`config.mk`:
```
export PLATFORM = sky130hd
export DESIGN_NAME = cpu_sequencer
export DESIGN_NICKNAME = d
export VERILOG_FILES = /design/src/rtl/cpu_sequencer.sv
export SDC_FILE = /design/constraint.sdc
export NUM_CORES = 1
export LEC_CHECK = 0
export ABC_AREA = 0
export CORE_MARGIN = 5
export CORE_UTILIZATION = 34
export CTS_CLUSTER_SIZE = 16
export DETAILED_ROUTE_END_ITERATION = 6
export DONT_BUFFER_PORTS = 1
export GPL_TIMING_DRIVEN = 0
export MAX_ROUTING_LAYER = met4
export SLEW_MARGIN = 10
export SYNTH_ARGS = -nofsm -noshare
export SYNTH_HDL_FRONTEND = slang
export SYNTH_SLANG_ARGS = --single-unit
```
`constraint.sdc`:
```
create_clock -name clk -period 3.4 [get_ports clk]
set_clock_uncertainty 0.1 [all_clocks]
set_input_delay 0.68 -clock clk [delete_from_list [all_inputs] [get_ports clk]]
set_output_delay 0.68 -clock clk [all_outputs]
set_load 0.01 [all_outputs]
```
`src/rtl/cpu_sequencer.sv`:
```
// -----------------------------------------------------------------------------
// cpu_sequencer
//
// Purpose:
//   Instruction-phase sequencer for a simple multi-cycle CPU. Each instruction
//   takes eight enabled cycles (phase 0..7). The sequencer can run
//   continuously, single-step one instruction, stop cleanly at an instruction
//   boundary, or halt mid-instruction on request from the controller.
//
// Ports:
//   clk         in   rising-edge clock for all state
//   rst_        in   synchronous, active-low reset
//   run         in   start/resume continuous execution (level)
//   step        in   execute exactly one instruction (level)
//   stop        in   stop at the next instruction boundary (latched in RUN)
//   halt        in   halt request from the controller (phase 4 of HLT)
//   phase       out  current instruction phase (0..7)
//   cpu_en      out  datapath register enable, 1 only in RUN or STEP
//   halted      out  1 while in HALT
//   instr_done  out  one-cycle pulse during the phase-7 cycle
//   instr_count out  saturating completed-instruction counter
//                    (present only when SEQ_INSTR_COUNT_EN is defined)
//
// Configuration:
//   SEQ_INSTR_COUNT_EN  define to add the instr_count port and its counter.
//   CNT_WIDTH           width of instr_count (default 16).
// -----------------------------------------------------------------------------
module cpu_sequencer #(
  parameter int CNT_WIDTH = 16
) (
  input  logic                 clk,
  input  logic                 rst_,
  input  logic                 run,
  input  logic                 step,
  input  logic                 stop,
  input  logic                 halt,
  output logic [2:0]           phase,
  output logic                 cpu_en,
  output logic                 halted,
  output logic                 instr_done
`ifdef SEQ_INSTR_COUNT_EN
  ,
  output logic [CNT_WIDTH-1:0] instr_count
`endif
);

  typedef enum logic [1:0] {
    IDLE = 2'd0,
    RUN  = 2'd1,
    STEP = 2'd2,
    HALT = 2'd3
  } state_t;

  state_t state;
  logic   stop_latch;
  logic   completing;

  // Reject a zero-width counter at elaboration time.
  if (CNT_WIDTH < 1) begin : g_cnt_width_check
    $error("cpu_sequencer: CNT_WIDTH must be at least 1");
  end

  // The edge that moves an active instruction from phase 6 into phase 7.
  // Because outputs are registered, instr_done (and the counter) are loaded
  // on this edge so they are visible during the phase-7 cycle. A halt on
  // this edge kills the instruction, so no completion is recorded.
  always_comb begin
    completing = 1'b0;
    if ((state == RUN || state == STEP) && !halt && phase == 3'd6) begin
      completing = 1'b1;
    end
  end

  // Main sequencer FSM. Every output is a register written here so the
  // controller sees glitch-free phase/enable values.
  always_ff @(posedge clk) begin
    if (!rst_) begin
      state      <= IDLE;
      phase      <= 3'd0;
      cpu_en     <= 1'b0;
      halted     <= 1'b0;
      instr_done <= 1'b0;
      stop_latch <= 1'b0;
    end else begin
      instr_done <= 1'b0;
      case (state)
        // IDLE and HALT share start rules; halt is ignored in both.
        IDLE, HALT: begin
          if (run || step) begin
            state  <= run ? RUN : STEP;
            phase  <= 3'd0;
            cpu_en <= 1'b1;
            halted <= 1'b0;
          end
        end

        RUN, STEP: begin
          if (halt) begin
            // Halt wins over a pending stop and over step completion; the
            // stop latch is dropped so a later resume is not cut short.
            state      <= HALT;
            phase      <= 3'd0;
            cpu_en     <= 1'b0;
            halted     <= 1'b1;
            stop_latch <= 1'b0;
          end else if (phase == 3'd7 &&
                       (state == STEP || stop_latch || stop)) begin
            state      <= IDLE;
            phase      <= 3'd0;
            cpu_en     <= 1'b0;
            stop_latch <= 1'b0;
          end else begin
            phase      <= phase + 3'd1;
            instr_done <= completing;
            if (state == RUN && stop) begin
              stop_latch <= 1'b1;
            end
          end
        end

        default: begin
          state      <= IDLE;
          phase      <= 3'd0;
          cpu_en     <= 1'b0;
          halted     <= 1'b0;
          stop_latch <= 1'b0;
        end
      endcase
    end
  end

`ifdef SEQ_INSTR_COUNT_EN
  // Completed-instruction counter; sticks at all-ones instead of wrapping.
  always_ff @(posedge clk) begin
    if (!rst_) begin
      instr_count <= '0;
    end else if (completing && instr_count != '1) begin
      instr_count <= instr_count + CNT_WIDTH'(1);
    end
  end
`endif

endmodule

```
Word-level counts from Yosys, hierarchy flattened
Cells that the tools add are included.
Operators by class
  $add $sub $neg: 1
  eq/ne operators: 8
  muxes and demuxes: 20
  bitwise operators: 2
  reductions and logical operators: 17
Operator list (number)
  $mux 1: 9
  $mux 3: 3
  $mux 2: 4
  $eq 3x3->1 const B: 2
  $pmux 3 s2: 1
  $reduce_and 2->1: 3
  $eq 2x2->1 const B: 2
  $logic_and 1x1->1: 4
  $logic_or 1x1->1: 4
  $ne 2x2->1 const B: 2
  $pmux 1 s2: 2
  $pmux 2 s2: 1
  $reduce_or 2->1: 2
  $reduce_or 4->1: 1
  $add 3x1->3 const B: 1
  $ne 3x3->1 const B: 1
  $reduce_bool 3->1: 1
  $eq 2x1->1 const B: 1
  $logic_not 2->1: 1
  $not 1->1: 2
  $logic_not 1->1: 1
Storage, ports and cells
  flip-flop bits (word level): 9
  input bits: 6
  output and inout port bits: 6
  logic and storage cells: 54

Depth between registers and ports, before layout
Gate-level depths: netlist of run 1.
  word-level depth: 7
  mapped depth: 6
  depth with buffers taken out: 5

Worst setup path after synthesis of run 1
Ideal clock, no wire load.
  path type: reg-to-reg
  from: reg state[0]
  to: reg state[1]
  library setup time: 118 ps
  arrival time: 1292 ps
  data required time: 3182 ps
  slack: 1890 ps
  cell stages (with the launch flop): 7
  path buffers: 1
  clock period less this slack: 1510 ps
  cell sequence: dfxtp_1 > inv_1 > ha_1 > buf_6 > mux2_4 > o211ai_1 > nor2_1
On the way
  cells in the longest elaborated chain, start to end: 6
  elaborated cells on any way between the ends: 13
  classes of those cells: 5 x eq/ne; 1 x mux; 7 x reduce/logical
Ends and longest elaborated chain
  from (decl): RTL line 54  | state_t state;
  from (signal assigned): RTL line 90  | state <= run ? RUN : STEP;
  $eq 2x2->1: RTL line 86, 107
  $logic_or 1x1->1 (2 in a row): RTL line 107  | (state == STEP || stop_latch || stop)) begin
  $logic_and 1x1->1: RTL line 106  | end else if (phase == 3'd7 &&
  $ne 3x3->1 (no line)
  $reduce_and 2->1 (no line)
Parallel ways exist; a longest one is shown, timed or not.
A chain may end at the register's enable or synchronous reset.

Worst setup path in the final report of run 1
Same ends and word-level chain as after synthesis.

==> out/metrics.yaml, run 1 <==
run_status:
  status: "complete, no violations"
floorplanning:
  core_um2: 1330
  die_x_um: 48.1
  std_cell_rows: 13
  initial_core_util_pct: 37.0
  die_h_um: 48.1
  boundaryPins: 12
  dieArea_um2: 2310
critical_path:
  crit_slowest_cell: "dfxtp_1"
  crit_family: "flip-flops"
  cp.arrival_ns: 1.66
  worst-path-buf-inv: 2
  path_class: "flip-flop to flip-flop"
  start_kind: "flip-flop"
  cp_max_fo: 10
  worstSetupEndpointType: "flip-flop"
  worst_path_largest_cell_delay_ns: 0.38
  cp_cell_sequence: "inv_1 -> ha_1 -> buf_6 -> mux2_4 -> o211ai_1 -> nor2_1"
  crit_start: "state[0]"
  r2r-start: "state[0]"
  cp.required_ns: 3.45
power_and_ir_drop:
  powerDensity_nw_per_um2: 764
  peakVddDrop_mv: 0.365
  p_leak_nw: 0.219
clock_tree:
  post_cts_buffers: 0
  cts_sinks: 9
  insertion_delay_ns: 0.26
  cts_tree: "yes"
  h-tree-depth: 1
  ctsRootBufferMaster: "clkbuf_4"
  path_clk_slew_ns: 0.06
  cts_max_path_buffers: 2
  cts-hold-fix-buffers: 0
  numCtsBuffers: 3
  post_cts_resized: 0
timing:
  setup_tns_ns: 0
  finalMaxSlewViolations: 0
  fin_crit_ns: 1.60
  setup_viol: 0
  min_period_over_period_pct: 47.1
  fmax_mhz: 624
  tightest_slew_ns: 0.298
  holdWs_ns: 0.414
  slew_headroom_pct: 80.1
  rsz0062_at_grt: "no"
  hold_violations: 0
routing:
  firstDrtPassIters: 3
  wl_um: 891
  drtIter0Drc: 7
  ant_nets: 0
  drc: 0
  wl_per_cell_um: 12.5
  vias_per_cell: 5.03
  num_vias: 357
placement:
  place_hpwl_um: 693
  placed_area_um2: 512
  gp_congestion: 0.714
  io_buffer_count: 0
synth:
  yosysUniqueCellTypes: 21
  synth_edf_count: 0
  ys.flop_type: "dfxtp_1"
  synth_top_area_share_pct: 36.5
  yosysTopAreaCell: "dfxtp_1"
  synth_async_sr_flop_share_pct: 0
  yosys_warnings: 0
  synth_area_leaders: "dfxtp_1 (37%), ha_1 (13%), o211ai_1 (4.6%)"
  syn_nets: 63
  synth.avg_cell_area_um2: 9.48
  ys_ff_latch: 9
  syn_area_um2: 493
  synthCells: 52
  synth-seq-area-share_pct: 36.5
global_route:
  grt_usage_pct: 10.9
  grt_overflow: 0
  grt_start_max_net_pins: 11
  grt_first_pass_wirelength_mm: 1.64
  grt_pass1_vias: 355
  antenna_found_initial: 0
final_layout:
  layout-drive-gt1-share_pct: 17.9
  n_antenna_cell: 0
  fin_nets: 68
  utilization_pct: 40.3
  final_common_cell: "dfxtp_1"
  final_area_um2: 538
  syn2layout_area_growth_pct: 9.14
  layout_common_cells: "dfxtp_1 (9), inv_1 (5), ha_1 (5)"
worst_hold_path:
  holdCritPathClass: "flip-flop to flip-flop"
  hp-start: "phase[2]"
run:
  drv_cap: 0
-- power by group --
part           switching, mW  internal (mW)  total (mW)
logic                 0.0826         0.0805       0.163
registers             0.0321          0.134       0.167
clock network         0.0361         0.0451      0.0813
-- area by class of cell --
class                   count  area (um^2)
well taps                  15         18.8
multi-input cells          36          278
fillers                   141          796
flip-flops and latches      9          180
inverters                   5         18.8
plain buffers               2         16.3
clock buffers               4         26.3
-- worst paths after layout --
path	to	depth (start not counted)	slack, ns
worst max-delay path	state[1]	6	1.80
worst min-delay path	instr_done	2	0.41
worst max register to register	state[1]	6	1.80
worst min register to register	instr_done	2	0.41
-- state kept, by name, indices dropped and copies added (netlist names) --
name / flops
stop_latch: 1
phase: 3
instr_done: 1
halted: 1
state: 2
cpu_en: 1
-- logic make-up (layout without fill, tap and decap cells) --
kind of cell,after synthesis,count (layout),share of synthesized area (%)
AOI/OAI and AO/OA,14,14,21.3
adders and majority gates,5,5,12.7
buffers and inverters,7,11,7.11
and+or+nand+nor,16,16,19.3
DFF,9,9,36.5
muxes,1,1,3.04
-- synth_stat cells, types with 2 or more instances --
cell	instances
a31oi_1	2
dfxtp_1	9
ha_1	5
inv_1	5
nand2_1	4
nand3_1	4
nor2_1	3
nor2b_1	2
o211ai_1	3
o21ai_0	3
o21ai_1	2
-- per-layer routing --
metal | track usage, % | up-vias | share of wire (%)
met3 | 7.14 | 0 | 11
met5 | - | - | 0
met2 | 13.2 | 14 | 41
met4 | 3.23 | 0 | 0
met1 | 14.2 | 154 | 48
li1 | - | 189 | -
-- tightest hold or removal path, cell delays in order, from the launching register on --
cell	delay, ns
dfxtp_1	0.36
nand2_1	0.08
nor2_1	0.03
-- per-stage QoR --
step	instances	worst slack [ns]	power, mW
5_1_grt	71	1.69	0.452
2_1_floorplan	52	1.89	0.305
4_1_cts	71	1.77	0.420
3_5_place_dp	67	1.79	0.335
6_report	71	1.80	0.411
3_3_place_gp	67	1.81	0.330
(Power assumes the default switching activity.)
==> run 2, diff against run 1 <==
- clock period: 3.4 -> 1.7 ns (I/O delays scaled with it)
==> out/metrics.yaml, run 2 (synthesis results as in run 1) <==
run_status:
  status: "complete, no violations"
routing:
  ant_nets: 0  # unchanged
  firstDrtPassIters: 3  # unchanged
  vias_per_cell: 5.03  # unchanged
  drtIter0Drc: 7  # unchanged
  wl_um: 891  # unchanged
  wl_per_cell_um: 12.5  # unchanged
  drc: 0  # unchanged
  num_vias: 357  # unchanged
final_layout:
  n_antenna_cell: 0  # unchanged
  largest_registers: "phase x3, state x2"
  seqCellArea_um2: 181  # +0.69%
  final_common_cell: "dfxtp_1"
  layout-drive-gt1-share_pct: 19.6  # +1.8 points
  syn2layout_area_growth_pct: 9.39
  num-fill-cells: 140  # -0.71%
  layout_common_cells: "dfxtp_1 (8), inv_1 (5), ha_1 (5)"
  fin_cells: 71  # unchanged
  fin_nets: 68  # unchanged
  utilization_pct: 40.4  # +0.094 points
  multi_input_area_um2: 278  # unchanged
  largest_register_ffs: 3  # unchanged
  regMostFlops: "phase"
critical_path:
  worst_path_largest_cell_delay_ns: 0.36  # -0.02 ns
  r2r-start: "state[0]"
  cp_cell_sequence: "inv_1 -> ha_1 -> buf_6 -> mux2_4 -> o211ai_1 -> nor2_1"
  cp.required_ns: 1.75  # -1.70 ns
  worst-path-buf-inv: 2  # unchanged
  rr_endpoint: "state[1]"
  worstSetupEndpointType: "flip-flop"
  crit_family: "flip-flops"
  cp_max_fo: 10  # unchanged
  cp.arrival_ns: 1.61  # -0.05 ns
  crit_start: "state[0]"
  worst_r2r_path_depth: 6  # unchanged
  rrSetupSlack_ns: 0.14  # -1.65 ns
  path_depth: 6  # unchanged
  crit_slowest_cell: "dfxtp_2"
  path_class: "flip-flop to flip-flop"
  start_kind: "flip-flop"
  critical_path.endpoint: "state[1]"
power_and_ir_drop:
  powerDensity_nw_per_um2: 1530  # +100%
  p_total_mw: 0.825  # +100%
  p_leak_nw: 0.219  # about the same
  peakVddDrop_mv: 0.731  # +100%
floorplanning:
  initial_core_util_pct: 37.0  # unchanged
  core_um2: 1330  # unchanged
  die_h_um: 48.1  # unchanged
  std_cell_rows: 13  # unchanged
  boundaryPins: 12  # unchanged
  dieArea_um2: 2310  # unchanged
  die_x_um: 48.1  # unchanged
placement:
  place_hpwl_um: 693  # unchanged
  dp.cells: 67  # unchanged
  io_buffer_count: 0  # unchanged
  gp_congestion: 0.714  # unchanged
run:
  drv_cap: 0  # unchanged
timing:
  fmax_mhz: 643  # +3.0%
  setup_tns_ns: 0  # unchanged
  tightest_slew_ns: 0.298  # unchanged
  rsz0062_at_grt: "no"
  finalMaxSlewViolations: 0  # unchanged
  hold_violations: 0  # unchanged
  setup_viol: 0  # unchanged
  fin_crit_ns: 1.56  # -0.0462 ns
  min_period_over_period_pct: 91.5  # +44 points
  slew_headroom_pct: 80.1  # unchanged
global_route:
  grt_first_pass_wirelength_mm: 1.64  # unchanged
  grt_pass1_vias: 355  # unchanged
  grt_overflow: 0  # unchanged
  grt_start_max_net_pins: 11  # unchanged
  grt_usage_pct: 10.9  # unchanged
  antenna_found_initial: 0  # unchanged
clock_tree:
  path_clk_slew_ns: 0.06  # about the same
  cts_max_path_buffers: 2  # unchanged
  numCtsBuffers: 3  # unchanged
  cts_sinks: 9  # unchanged
  cts-hold-fix-buffers: 0  # unchanged
  post_cts_buffers: 0  # unchanged
  ctsRootBufferMaster: "clkbuf_4"
  h-tree-depth: 1  # unchanged
  post_cts_resized: 0  # unchanged
  insertion_delay_ns: 0.26  # about the same
  cts_tree: "yes"
worst_hold_path:
  holdCritPathClass: "primary input to flip-flop"
run 2: cell count changes in the layout (fill, tap and decap cells not counted):
cell     delta
dfxtp_1     -1
dfxtp_2     +1
run 2: how the worst min path moves through the flow:
stage | slack, ns | startpoint | cells past startpoint | endpoint
finish | 0.12 | halt | 2 | state[1]
global placement | 0.38 | halt | 2 | state[1]
floorplan | 0.36 | halt | 2 | state[1]
global route | 0.12 | halt | 2 | state[1]
CTS | 0.11 | halt | 2 | state[1]
detailed placement | 0.39 | halt | 2 | state[1]
run 2: report_power, final:
group	internal [mW]	switching [mW]
registers	0.272	0.0642
logic	0.161	0.165
clock network	0.0903	0.0722
total	0.523	0.302
run 2: metal layers:
metal | part of all wire [%] | global-route usage, % | up-vias
met1 | 48 | 14.2 | 154
met4 | 0 | 3.23 | 0
met3 | 11 | 7.14 | 0
met2 | 41 | 13.2 | 14
li1 | - | - | 189
met5 | 0 | - | -
run 2: cell type report:
cell class | instances | share of cell area, %
multi-input cells | 36 | 51.5
flip-flops and latches | 9 | 33.6
clock buffers | 4 | 4.87
inverters | 5 | 3.48
well taps | 15 | 3.48
plain buffers | 2 | 3.02
run 2: through the flow:
step	hold slack, ns	worst slack (ns)	cell area (um^2)
after floorplan	0.365	0.190	493
after global placement	0.378	0.113	512
after detailed placement	0.388	0.0939	512
after CTS	0.107	0.0745	538
after global routing	0.122	0.0509	539
final	0.117	0.144	539
==> run 3, diff against run 2 <==
- clock period: 1.7 -> 1.8 ns (I/O delays scaled with it)
==> results of run 3 <==
The final DEF is identical to that of run 1. Status: complete, no violations.
Main changes from that run: setup slack after placement 1.79 ns -> 0.194 ns; setup slack after layout 1.80 ns -> 0.198 ns; hold slack 0.414 ns -> 0.137 ns; register-to-register setup slack 1.80 ns -> 0.20 ns; end point of the worst hold path instr_done -> state[1]; total power 0.411 mW -> 0.776 mW; worst IR drop on VDD 0.365 mV -> 0.690 mV
